$ cat src/rtl/time_keeper_pkg.sv
// rtl/time_keeper_pkg.sv - shared types and constants for the BCD time keeper
package time_keeper_pkg;

    typedef enum logic {
        STOPPED = 1'b0,
        RUNNING = 1'b1
    } state_t;

    typedef logic [7:0] bcd2_t;

    localparam bcd2_t MAX_SEC = 8'h59;
    localparam bcd2_t MAX_MIN = 8'h59;

    // Elaboration-time only: turns a decimal parameter into its BCD limit constant.
    function automatic bcd2_t dec_to_bcd2(input int unsigned v);
        bcd2_t r;
        r[7:4] = 4'(v / 10);
        r[3:0] = 4'(v % 10);
        return r;
    endfunction

endpackage

$ cat src/rtl/bcd_mod_counter.sv
// rtl/bcd_mod_counter.sv - two-digit BCD counter that wraps from MAX to 00
module bcd_mod_counter
    import time_keeper_pkg::*;
#(
    parameter bcd2_t MAX = 8'h59
) (
    input  logic  clk,
    input  logic  rst_n,
    input  logic  inc,
    input  logic  clr,
    output bcd2_t value,
    output logic  max_reached,
    output logic  wrap
);

    bcd2_t inc_val;

    // Native BCD step: units roll 9->0 and carry into tens.
    always_comb begin
        inc_val = value;
        if (value[3:0] == 4'd9) begin
            inc_val = {value[7:4] + 4'd1, 4'd0};
        end else begin
            inc_val[3:0] = value[3:0] + 4'd1;
        end
    end

    assign max_reached = (value == MAX);
    assign wrap        = inc & max_reached;

    always_ff @(posedge clk or negedge rst_n) begin
        if (!rst_n) begin
            value <= 8'h00;
        end else if (clr) begin
            value <= 8'h00;
        end else if (inc) begin
            value <= max_reached ? 8'h00 : inc_val;
        end
    end

endmodule

$ cat src/rtl/time_keeper.sv
// rtl/time_keeper.sv - BCD hh:mm:ss clock with run/stop FSM; optional alarm via TIME_KEEPER_ALARM_EN
module time_keeper
    import time_keeper_pkg::*;
#(
    parameter int SYNC_STAGES = 2,
    parameter int HOUR_MAX    = 23
) (
    input  logic       clk,
    input  logic       rst_n,
    input  logic       slow_clk,
    input  logic       start_stop,
    input  logic       clear,
    input  logic       inc_min,
    input  logic       inc_hour,
`ifdef TIME_KEEPER_ALARM_EN
    input  logic [7:0] alarm_hour_bcd,
    input  logic [7:0] alarm_min_bcd,
    output logic       alarm,
`endif
    output logic [7:0] sec_bcd,
    output logic [7:0] min_bcd,
    output logic [7:0] hour_bcd,
    output logic       running,
    output logic       sec_tick
);

    localparam int    ARM_CYCLES = SYNC_STAGES + 1;
    localparam bcd2_t MAX_HOUR   = dec_to_bcd2(HOUR_MAX);

    state_t                 state, state_next;
    logic [SYNC_STAGES-1:0] sync;
    logic                   prev;
    logic                   edge_r;
    logic [2:0]             arm_cnt;
    logic                   armed;
    logic                   tick;
    logic                   adj_ok;
    logic                   sec_inc, min_inc, hour_inc;
    logic                   sec_max, min_max, hour_max;
    logic                   sec_wrap, min_wrap, hour_wrap;
    logic                   sec_tick_r;
    logic                   unused_ok;

    assign armed = (arm_cnt == 3'(ARM_CYCLES));

    // Edge is registered once more so the update lands SYNC_STAGES+1 cycles after sampling.
    always_ff @(posedge clk or negedge rst_n) begin
        if (!rst_n) begin
            sync    <= '0;
            prev    <= 1'b0;
            edge_r  <= 1'b0;
            arm_cnt <= 3'd0;
        end else begin
            sync    <= {sync[SYNC_STAGES-2:0], slow_clk};
            prev    <= sync[SYNC_STAGES-1];
            edge_r  <= sync[SYNC_STAGES-1] & ~prev & armed;
            if (!armed) begin
                arm_cnt <= arm_cnt + 3'd1;
            end
        end
    end

    always_ff @(posedge clk or negedge rst_n) begin
        if (!rst_n) begin
            state <= STOPPED;
        end else begin
            state <= state_next;
        end
    end

    always_comb begin
        state_next = state;
        if (start_stop) begin
            state_next = (state == STOPPED) ? RUNNING : STOPPED;
        end
    end

    always_comb begin
        running = (state == RUNNING);
    end

    // Tick is judged on the pre-toggle state; manual adjust only while stopped.
    assign tick     = edge_r & running;
    assign adj_ok   = ~running;
    assign sec_inc  = tick;
    assign min_inc  = (tick & sec_wrap) | (adj_ok & inc_min);
    assign hour_inc = (tick & min_wrap) | (adj_ok & inc_hour);

    bcd_mod_counter #(.MAX(MAX_SEC)) u_sec (
        .clk         (clk),
        .rst_n       (rst_n),
        .inc         (sec_inc),
        .clr         (clear),
        .value       (sec_bcd),
        .max_reached (sec_max),
        .wrap        (sec_wrap)
    );

    bcd_mod_counter #(.MAX(MAX_MIN)) u_min (
        .clk         (clk),
        .rst_n       (rst_n),
        .inc         (min_inc),
        .clr         (clear),
        .value       (min_bcd),
        .max_reached (min_max),
        .wrap        (min_wrap)
    );

    bcd_mod_counter #(.MAX(MAX_HOUR)) u_hour (
        .clk         (clk),
        .rst_n       (rst_n),
        .inc         (hour_inc),
        .clr         (clear),
        .value       (hour_bcd),
        .max_reached (hour_max),
        .wrap        (hour_wrap)
    );

    assign unused_ok = ^{sec_max, min_max, hour_max, hour_wrap};

    always_ff @(posedge clk or negedge rst_n) begin
        if (!rst_n) begin
            sec_tick_r <= 1'b0;
        end else begin
            sec_tick_r <= tick & ~clear;
        end
    end

    assign sec_tick = sec_tick_r;

`ifdef TIME_KEEPER_ALARM_EN
    // Fires on the cycle after a tick lands exactly on hh:mm:00.
    always_ff @(posedge clk or negedge rst_n) begin
        if (!rst_n) begin
            alarm <= 1'b0;
        end else if (clear || start_stop) begin
            alarm <= 1'b0;
        end else if (sec_tick_r && running && sec_bcd == 8'h00 &&
                     min_bcd == alarm_min_bcd && hour_bcd == alarm_hour_bcd) begin
            alarm <= 1'b1;
        end
    end
`endif

endmodule

$ cat config.mk
export PLATFORM = sky130hd
export DESIGN_NAME = time_keeper
export DESIGN_NICKNAME = d
export VERILOG_FILES = /design/src/rtl/time_keeper_pkg.sv /design/src/rtl/bcd_mod_counter.sv /design/src/rtl/time_keeper.sv
export SDC_FILE = /design/constraint.sdc
export NUM_CORES = 1
export LEC_CHECK = 0
export BUFFER_PORTS_ARGS = -buffer_cell sky130_fd_sc_hd__buf_2
export CAP_MARGIN = 30
export CELL_PAD_IN_SITES_DETAIL_PLACEMENT = 0
export CELL_PAD_IN_SITES_GLOBAL_PLACEMENT = 1
export CORE_ASPECT_RATIO = 1.25
export CORE_MARGIN = 2
export CORE_UTILIZATION = 46
export CTS_BUF_LIST = sky130_fd_sc_hd__clkbuf_16
export CTS_CLUSTER_SIZE = 12
export DETAILED_ROUTE_END_ITERATION = 12
export GPL_TIMING_DRIVEN = 0
export PLACE_DENSITY = 0.84
export SKIP_CTS_REPAIR_TIMING = 1
export SLEW_MARGIN = 15
export SYNTH_ARGS = -nofsm -noshare
export SYNTH_HDL_FRONTEND = slang
export SYNTH_SLANG_ARGS = --single-unit
$ cat constraint.sdc
create_clock -name clk -period 4.1 [get_ports clk]
set_clock_uncertainty 0.1 [all_clocks]
set_input_delay 1.23 -clock clk [delete_from_list [all_inputs] [get_ports clk]]
set_output_delay 1.23 -clock clk [all_outputs]
set_load 0.05 [all_outputs]
==> impl_metrics.env, run 1 <==
export IMPL_status="complete, no violations"
export IMPL_startpoint="inc_min"
export IMPL_cts_buffers=5
export IMPL_netlist_area_um2=1760
export IMPL_synth_edff_count=0
export IMPL_grt_max_degree=34
export IMPL_clockBufferDepth=2
export IMPL_min_period_ns=2.63
export IMPL_multi_input_area_um2=863
export IMPL_fp_dieH_um=73.1
export IMPL_antenna_found_initial=0
export IMPL_syn_to_final_growth_pct=21.1
export IMPL_critPathKind="in -> reg"
export IMPL_die_area_um2=4340
export IMPL_async_reset_ff_share_pct=100
export IMPL_rr_startpoint="u_sec.value[0]"
export IMPL_clock_sinks=33
export IMPL_critPathMaxFanout=9
export IMPL_hold_path_class="reg -> reg"
export IMPL_cts_tree="done"
export IMPL_io_buffers=32
export IMPL_h_tree_depth=2
export IMPL_row_count=25
export IMPL_clk_pin_slew_worst_paths_ns=0.05
export IMPL_critPathArrivalTime_ns=2.69
export IMPL_wl_per_cell_um=14.1
export IMPL_syn_nets=185
export IMPL_antenna_left=0
export IMPL_crit_required_ns=4.16
export IMPL_holdCritStartpoint="sync[0]"
export IMPL_grt_pass1_vias=1311
export IMPL_ir_drop_mv=0.239
export IMPL_leakagePower_nw=1.05
export IMPL_grt_overflow=0
export IMPL_via_count=1328
export IMPL_hold_violations=0
export IMPL_synth_cell_type_count=41
export IMPL_syn_inst=166
export IMPL_cts_root_buf="clkbuf_16"
export IMPL_drive_gt1_share_pct=28.3
export IMPL_avgSynthCellArea_um2=10.6
export IMPL_max_slew_margin_pct=52.6
export IMPL_ys_seq_elements=33
export IMPL_dp_hpwl_um=2510
export IMPL_cp_end_kind="register"
export IMPL_fillers=323
export IMPL_setup_viol=0
export IMPL_fmax_ghz=0.380
export IMPL_clock_latency_ns=0.28
export IMPL_critPathLaunchType="input port"
export IMPL_diodes=0
export IMPL_initial_utilization_pct=47.3
export IMPL_ys_warnings_count=0
export IMPL_drv_cap=0
export IMPL_track_usage_pct=17.5
export IMPL_core_um2=3720
export IMPL_min_period_over_period_pct=64.2
export IMPL_final_max_slew_violation_count=0
export IMPL_powerDensity_nw_per_um2=484
export IMPL_tns_ns=0
export IMPL_io_pins=33
export IMPL_gp_congestion=0.733
export IMPL_ys_flop_type="dfrtp_1"
export IMPL_fp_dieW_um=59.3
export IMPL_drc=0
export IMPL_grt_pass1_wl_um=5810
export IMPL_fin_cells=245
export IMPL_num_nets_final=224
export IMPL_drt_pass1_iterations=4
export IMPL_seq_area_um2=826
export IMPL_ys_seq_area_share_pct=46.9
export IMPL_drt_iter0_drc=42
export IMPL_wirelength_um=3450
export IMPL_vias_per_cell=5.42
export IMPL_rsz0062_at_grt="no"
export IMPL_numPlacedInstances=238
export IMPL_tightest_slew_ns=0.711
cell type report:
type	count	share of cell area (%)
Sequential cell	33	38.8
Clock buffer	5	5.88
Inverter	8	1.41
Tap cell	40	2.35
Buffer	4	1.88
Timing Repair Buffer	32	7.52
Multi-Input combinational cell	121	40.5
Clock inverter	2	1.65
path summary, 6_finish.rpt:
kind                       slack [ns]               to  cells after the start
setup / recovery                 1.47  u_hour.value[7]                      6
hold / removal                   0.25          sync[1]                      0
setup reg to reg                 1.57  u_hour.value[7]                      7
hold reg to reg                  0.25          sync[1]                      0
max in group asynchronous        2.54          sync[0]                      1
min in group asynchronous        0.90   u_sec.value[3]                      1
Yosys cell counts (all sizes together), types with 2 or more instances:
cell type | count | area, µm²
clkbuf | 2 | 17.5
a311oi | 2 | 35.0
nand3b | 4 | 30.0
xor2 | 5 | 43.8
a21oi | 8 | 40.0
dfrtp | 33 | 826
nand2 | 13 | 48.8
nor3 | 6 | 30.0
nand4 | 3 | 18.8
buf | 2 | 22.5
nor2 | 20 | 75.1
xnor2 | 4 | 35.0
a21o | 2 | 17.5
mux2 | 5 | 67.6
inv | 8 | 30.0
nand3 | 5 | 25.0
ha | 12 | 150
o21ai | 7 | 35.0
or3 | 2 | 12.5
nand2b | 2 | 20.0
and3b | 2 | 21.3
nor2b | 5 | 31.3
registers in the layout, indices dropped and copies added, names as in the netlist:
signal / cells
sync: 2
sec_tick: 1
u_sec.value: 8
edge_r: 1
u_hour.value: 8
prev: 1
arm_cnt: 3
u_min.value: 8
running: 1
kinds of logic (layout without fill, tap and decap cells):
| group | after synthesis | after routing | synth area share [%] |
|---|---|---|---|
| buffers and inverters | 12 | 51 | 3.98 |
| multiplexers | 6 | 6 | 4.41 |
| XOR/XNOR | 9 | 9 | 4.48 |
| adder cells (fa/ha/maj) | 12 | 12 | 8.53 |
| flip-flops | 33 | 33 | 46.9 |
| AO/OA/AOI/OAI | 25 | 25 | 10.5 |
| AND/OR/NAND/NOR | 69 | 69 | 21.2 |
where the power goes:
part	internal [W]	switching (W)	total (W)
registers	0.000352	0.0000388	0.000391
logic	0.0000723	0.000156	0.000229
clock network	0.000282	0.000129	0.000411
total	0.000706	0.000325	0.00103
metal layers:
metal	part of all wire [%]	GRT usage [%]
met5	0	0
met4	1.3	5.56
met3	3.7	5.14
met2	51	29.5
met1	43	21.2
critical path: stages:
cell	delay (ns)
buf_2	0.10
a32o_1	0.21
buf_6	0.14
a311oi_4	0.44
nand2b_4	0.26
mux2_4	0.30
layout by cell type, fill, tap and decap left out, types with 4 or more instances in the layout:
cell / count
buf_2: 32
o21ai_0: 7
inv_1: 8
nor2b_1: 5
clkbuf_16: 5
dfrtp_1: 33
nand3_1: 5
a21oi_1: 8
ha_1: 12
nand3b_1: 4
nand2_1: 13
xor2_1: 5
xnor2_1: 4
nor2_1: 20
nor3_1: 6
stage by stage:
stage,total power (W),worst slack [ns],hold slack [ns],util [%],area [µm²]
CTS,0.00104,1.47,0.258,57.2,2130
finish,0.00103,1.47,0.252,57.2,2130
detailed placement,0.000624,1.19,0.247,52.9,1970
global placement,0.000618,1.21,0.237,52.9,1970
global route,0.00107,1.41,0.274,57.2,2130
floorplan,0.000565,1.42,0.231,-,1760
(Power assumes the default switching activity.)
==> inputs of run 2 (changes only) <==
CORE_UTILIZATION = 38   (was 46)
PLACE_DENSITY = 0.74   (was 0.84)
clock period = 2.35 ns   (was 4.1 ns; I/O delays follow)
==> impl_metrics.env, run 2 (synthesis results as in run 1) <==
export IMPL_crit_required_ns=2.41
export IMPL_min_period_over_period_pct=96.0
export IMPL_critPathKind="reg -> reg"
export IMPL_reg_top3="u_hour.value x8, u_min.value x8, u_sec.value x8"
export IMPL_status="complete, no violations"
export IMPL_drt_pass1_iterations=4
export IMPL_drt_iter0_drc=20
export IMPL_initial_utilization_pct=39.8
export IMPL_cts_root_buf="clkbuf_16"
export IMPL_wirelength_um=3430
export IMPL_io_buffers=32
export IMPL_num_nets_final=225
export IMPL_setup_viol=0
export IMPL_drv_cap=0
export IMPL_ir_drop_mv=0.505
export IMPL_grt_max_degree=34
export IMPL_path_cells="ha_2 -> and3b_4 -> a32o_1 -> buf_6 -> a311oi_4 -> nand2b_4 -> mux2_4"
export IMPL_clock_sinks=33
export IMPL_critPathArrivalTime_ns=2.31
export IMPL_leakagePower_nw=1.03
export IMPL_tns_ns=0
export IMPL_timing_final_ws_setup_ns=0.0944
export IMPL_layout_commonest_cell="buf_2"
export IMPL_core_um2=4430
export IMPL_antenna_left=0
export IMPL_hold_path_class="reg -> reg"
export IMPL_via_count=1334
export IMPL_antenna_found_initial=0
export IMPL_gp_congestion=0.716
export IMPL_die_area_um2=5190
export IMPL_hold_violations=0
export IMPL_grt_overflow=0
export IMPL_row_count=27
export IMPL_grt_pass1_vias=1324
export IMPL_max_slew_margin_pct=49.7
export IMPL_fmax_ghz=0.443
export IMPL_critPathMaxFanout=7
export IMPL_clock_latency_ns=0.27
export IMPL_final_cell_mix="32 x buf_2, 27 x dfrtp_1, 20 x nor2_1"
export IMPL_finalPower_w=0.00167
export IMPL_drc=0
export IMPL_powerDensity_nw_per_um2=781
export IMPL_tightest_slew_ns=0.755
export IMPL_cts_buffers=5
export IMPL_drive_gt1_share_pct=31.6
export IMPL_critPathLaunchType="register"
export IMPL_wl_per_cell_um=13.0
export IMPL_cts_tree="done"
export IMPL_fp_dieH_um=80.1
export IMPL_clk_pin_slew_worst_paths_ns=0.05
export IMPL_dp_hpwl_um=2510
export IMPL_final_max_slew_violation_count=0
export IMPL_h_tree_depth=2
export IMPL_cp_end_kind="register"
export IMPL_post_place_ws_ns=-0.0570
export IMPL_syn_to_final_growth_pct=21.8
export IMPL_vias_per_cell=5.05
export IMPL_grt_pass1_wl_um=5930
export IMPL_cp_slowest_stage_delay_ns=0.44
export IMPL_io_pins=33
export IMPL_track_usage_pct=14.7
export IMPL_cp_slowest_cell="dfrtp_2"
export IMPL_fp_dieW_um=64.9
export IMPL_diodes=0
export IMPL_clockBufferDepth=2
export IMPL_min_period_ns=2.26
-- run 2: worst paths after layout --
kind	startpoint	endpoint	slack [ns]	depth (start not counted)
min	sync[0]	sync[1]	0.26	0
max	u_sec.value[0]	u_hour.value[4]	0.09	7
min reg2reg	sync[0]	sync[1]	0.26	0
max in group asynchronous	rst_n	u_sec.value[0]	1.22	1
max reg2reg	u_sec.value[0]	u_hour.value[4]	0.09	7
min in group asynchronous	rst_n	u_hour.value[6]	0.40	1
-- run 2: layout make-up --
type,count,area (µm²)
buffer,4,40.0
clock buffer,5,125
clock inverter,2,7.51
fill,422,2280
inverter,8,30.0
multi-input combinational,121,866
sequential,33,833
tap,58,72.6
timing repair buffer,33,168
-- run 2: report_power, final --
group / switching (W) / internal, W / leakage [nW] / total, W
registers: 0.0000657 / 0.000617 / 0.426 / 0.000682
logic: 0.000271 / 0.000130 / 0.535 / 0.000401
clock network: 0.000211 / 0.000378 / 0.0685 / 0.000589
-- run 2: per-layer routing --
metal  vias up  routed length [µm]  GRT usage (%)
li1        655                   -              -
met1       650                1420           16.2
met3         4                 117           3.78
met5         -                   0              0
met4         0                  49           5.11
met2        25                1840           27.0
-- run 2: metrics by stage --
step	util, %	instance area, µm²	instances	hold WS, ns
2_1_floorplan	-	1770	166	0.231
3_3_place_gp	45.2	2000	256	0.238
3_5_place_dp	45.2	2000	256	0.259
4_1_cts	48.2	2130	263	0.271
5_1_grt	48.4	2140	264	0.283
6_report	48.4	2140	264	0.265
-- run 2: worst max-delay path: cells and delay by family, from the launching register on --
family / cells / cell delay, ns
compound gates: 2 / 0.54
fa+ha+maj: 1 / 0.20
buf+inv: 1 / 0.14
flops: 1 / 0.44
mux: 1 / 0.31
simple gates: 2 / 0.42
